--- config.mk ---
export PLATFORM = sky130hd
export DESIGN_NAME = n_bit_adder
export DESIGN_NICKNAME = d
export VERILOG_FILES = /design/src/rtl/n_bit_adder.sv
export SDC_FILE = /design/constraint.sdc
export NUM_CORES = 1
export LEC_CHECK = 0
export CORE_ASPECT_RATIO = 1.25
export CORE_MARGIN = 2
export CORE_UTILIZATION = 31
export DETAILED_ROUTE_END_ITERATION = 10
export PLACE_DENSITY = 0.81
export SYNTH_ARGS = -nofsm -noshare
export SYNTH_HDL_FRONTEND = slang
export SYNTH_SLANG_ARGS = --single-unit
--- constraint.sdc ---
create_clock -name clk -period 13.2 [get_ports clk]
set_input_delay 2.64 -clock clk [delete_from_list [all_inputs] [get_ports clk]]
set_output_delay 2.64 -clock clk [all_outputs]
set_load 0.005 [all_outputs]
--- src/rtl/n_bit_adder.sv ---
// N-bit ripple-carry adder with unsigned carry and signed overflow flags.
// Zero-latency combinational sum plus a one-cycle registered copy.
module n_bit_adder #(
    parameter int N = 17
) (
    input  logic         clk,
    input  logic         rst,
    input  logic [N-1:0] input1,
    input  logic [N-1:0] input2,
    output logic [N-1:0] answer,
    output logic         carry_out,
    output logic         overflow,
    output logic [N-1:0] answer_q,
    output logic         carry_q,
    output logic         overflow_q
);

    logic [N-1:0] sum_d;
    logic [N:0]   c_d;

    // Ripple chain of full-adder cells; carry into bit 0 is tied low.
    always_comb begin
        sum_d = '0;
        c_d   = '0;
        c_d[0] = 1'b0;
        for (int k = 0; k < N; k++) begin
            sum_d[k]  = input1[k] ^ input2[k] ^ c_d[k];
            c_d[k+1]  = (input1[k] & input2[k])
                      | (input1[k] & c_d[k])
                      | (input2[k] & c_d[k]);
        end
    end

    assign answer    = sum_d;
    assign carry_out = c_d[N];
    // Signed overflow: carry into the sign bit differs from carry out.
    assign overflow  = c_d[N] ^ c_d[N-1];

    // Registered copy of sum and flags, cleared by synchronous reset.
    always_ff @(posedge clk) begin
        if (rst) begin
            answer_q   <= '0;
            carry_q    <= 1'b0;
            overflow_q <= 1'b0;
        end else begin
            answer_q   <= answer;
            carry_q    <= carry_out;
            overflow_q <= overflow;
        end
    end

endmodule

==> impl_metrics.yaml <==
worst_setup_path:
  cp_common_cell: "fa_1"
  slowest_delay_ps: 490
  cpLargestDelayFamily: "adder cells"
  crit_chain: "clkdlybuf4s50_1 -> ha_1 -> fa_1 -> fa_1 -> fa_1 -> fa_1 -> fa_1 -> fa_1 -> fa_1 -> fa_1 -> fa_1 -> fa_1 -> fa_1 -> fa_1 -> fa_1 -> fa_1 -> fa_1 -> inv_1 -> fa_1 -> inv_1 -> clkdlybuf4s50_1"
  critPathRequiredTime_ps: 10560
  critPathLaunchType: "primary input"
  crit_type: "in2out"
  critPathBufInv: 4
  critPathSlowestCell: "clkdlybuf4s50_1"
  crit_fanout: 2
  arrival_ps: 10220
  endpoint_kind: "output port"
synth:
  synth.net_count: 115
  synthDistinctLibCells: 9
  netlist_area_sq_um: 870
  synth.avg_cell_area_sq_um: 14.0
  ys_ff_latch: 19
  synth-seq-area-share_pct: 43.7
  syn_inst: 62
  yosysWarningCount: 0
clock_tree:
  path_clk_slew_ps: 90
  cts_made_buffers: 3
  cts_sinks: 19
  ctsHoldBuffers: 0
  htree_num_levels: 1
  clockBufferDepth: 2
  cts_tree: "built"
  cts_setup_buffers: 0
  cts_resized: 0
  cts-root-buf: "clkbuf_4"
timing:
  fmax_mhz: 77.8
  finalCritPeriodShare_pct: 97.4
  setup_violations: 0
  slew_violations: 0
  hold_slack_ps: 3110
  worst_slack_ps: 343
  relSlewSlack_pct: 59.5
  fin_setup_tns_ps: 0
  finalHoldViolations: 0
  final.min_clock_period_ps: 12860
  rsz0062_at_grt: "false"
  worst_slew_pin_slew_ps: 605
grt:
  grt_pass1_vias: 725
  grt_overflow: 0
  antenna_found_initial: 0
  track_usage_pct: 13.7
  grt_pass1_wl_mm: 3.28
  grt_max_degree: 20
floorplanning:
  die_area_sq_um: 3250
  die_h_microns: 63.2
  row_count: 21
  ioPinCount: 74
  chipWidth_microns: 51.4
  initial_core_util_pct: 32.4
  core_area_sq_um: 2680
drt:
  via_count: 703
  wl_per_cell_microns: 12.1
  ant_nets: 0
  drtIter0Drc: 5
  drc: 0
  dr.pass1.iters: 2
  vias_per_cell: 4.09
  routed_wl_mm: 2.08
finish:
  multi_input_area_sq_um: 459
  area_delta_synth_final_pct: 90.6
  seqCellArea_sq_um: 380
  finalNetCount: 192
  nFillCells: 238
  stdcell_area_sq_um: 1660
  drive_gt1_share_pct: 2.17
  num_antenna_cells: 0
placement:
  port_buffers: 73
  place_area_sq_um: 1630
  routabilityCongestion: 0.660
  dp_slack_ps: 298
power_and_ir_drop:
  p_leak_nw: 0.659
  ir_worst_vdd_mv: 0.0418
  cellPowerDensity_nw_per_um2: 100
hold_path:
  hold_path_class: "in2reg"
outcome:
  status: "finished clean"
run:
  cap_violations: 0
[kinds of logic after synthesis]
family | Yosys count | share of synthesized area, %
buffers and inverters | 6 | 3.45
xor gates and xnor gates | 1 | 1.01
and+or+nand+nor | 19 | 13.5
adders and majority gates | 17 | 38.3
DFF | 19 | 43.7
[worst paths after layout]
path	cells after the start	start	slack, ps	to
setup / recovery	21	input1[0]	340	answer[16]
hold / removal	3	input2[0]	3110	answer_q[0]$_SDFF_PP0_
[through the flow]
step	cells	total power, W	util (%)
after floorplan	62	0.0000899	-
after global placement	168	0.000140	60.9
after detailed placement	168	0.000141	60.9
after CTS	172	0.000169	61.9
after global routing	172	0.000179	61.9
final	172	0.000166	61.9
[cell usage after synthesis, drive strengths merged]
cell type / number / area share (%)
xnor2: 1 / 1.0
nor2b: 14 / 10
nor2: 2 / 0.86
and2b: 3 / 2.6
ha: 1 / 1.4
dfxtp: 19 / 44
inv: 5 / 2.2
fa: 16 / 37
buf: 1 / 1.3
[where the power goes]
| group | switching (W) | internal, W | total [W] |
|---|---|---|---|
| clock network | 0.0000163 | 0.0000117 | 0.0000280 |
| logic | 0.0000222 | 0.0000500 | 0.0000723 |
| registers | 0.00000153 | 0.0000645 | 0.0000660 |
| total | 0.0000400 | 0.000126 | 0.000166 |
[registers in the layout, summed over array words and instances, names as in the netlist]
| name | count |
|---|---|
| overflow_q | 1 |
| answer_q | 17 |
| carry_q | 1 |
[layout by cell type, fill, tap and decap left out, drive strengths merged]
cell type	count
and2b	3
clkbuf	4
clkdlybuf4s50	73
dfxtp	19
fa	16
ha	1
inv	5
nor2	2
nor2b	14
xnor2	1
[metal layers]
layer	GRT usage (%)	share of wire, %
met4	5.92	0.91
met2	23.7	49
met1	15.5	37
met3	3.55	13
met5	0	0
[layout make-up]
class	instances	share of cell area, %
inverters	5	1.13
repair buffers	73	44.1
well taps	34	2.57
multi-input cells	37	27.7
clock buffers	4	1.58
flip-flops and latches	19	22.9
Power figures use the tool's default switching activity.
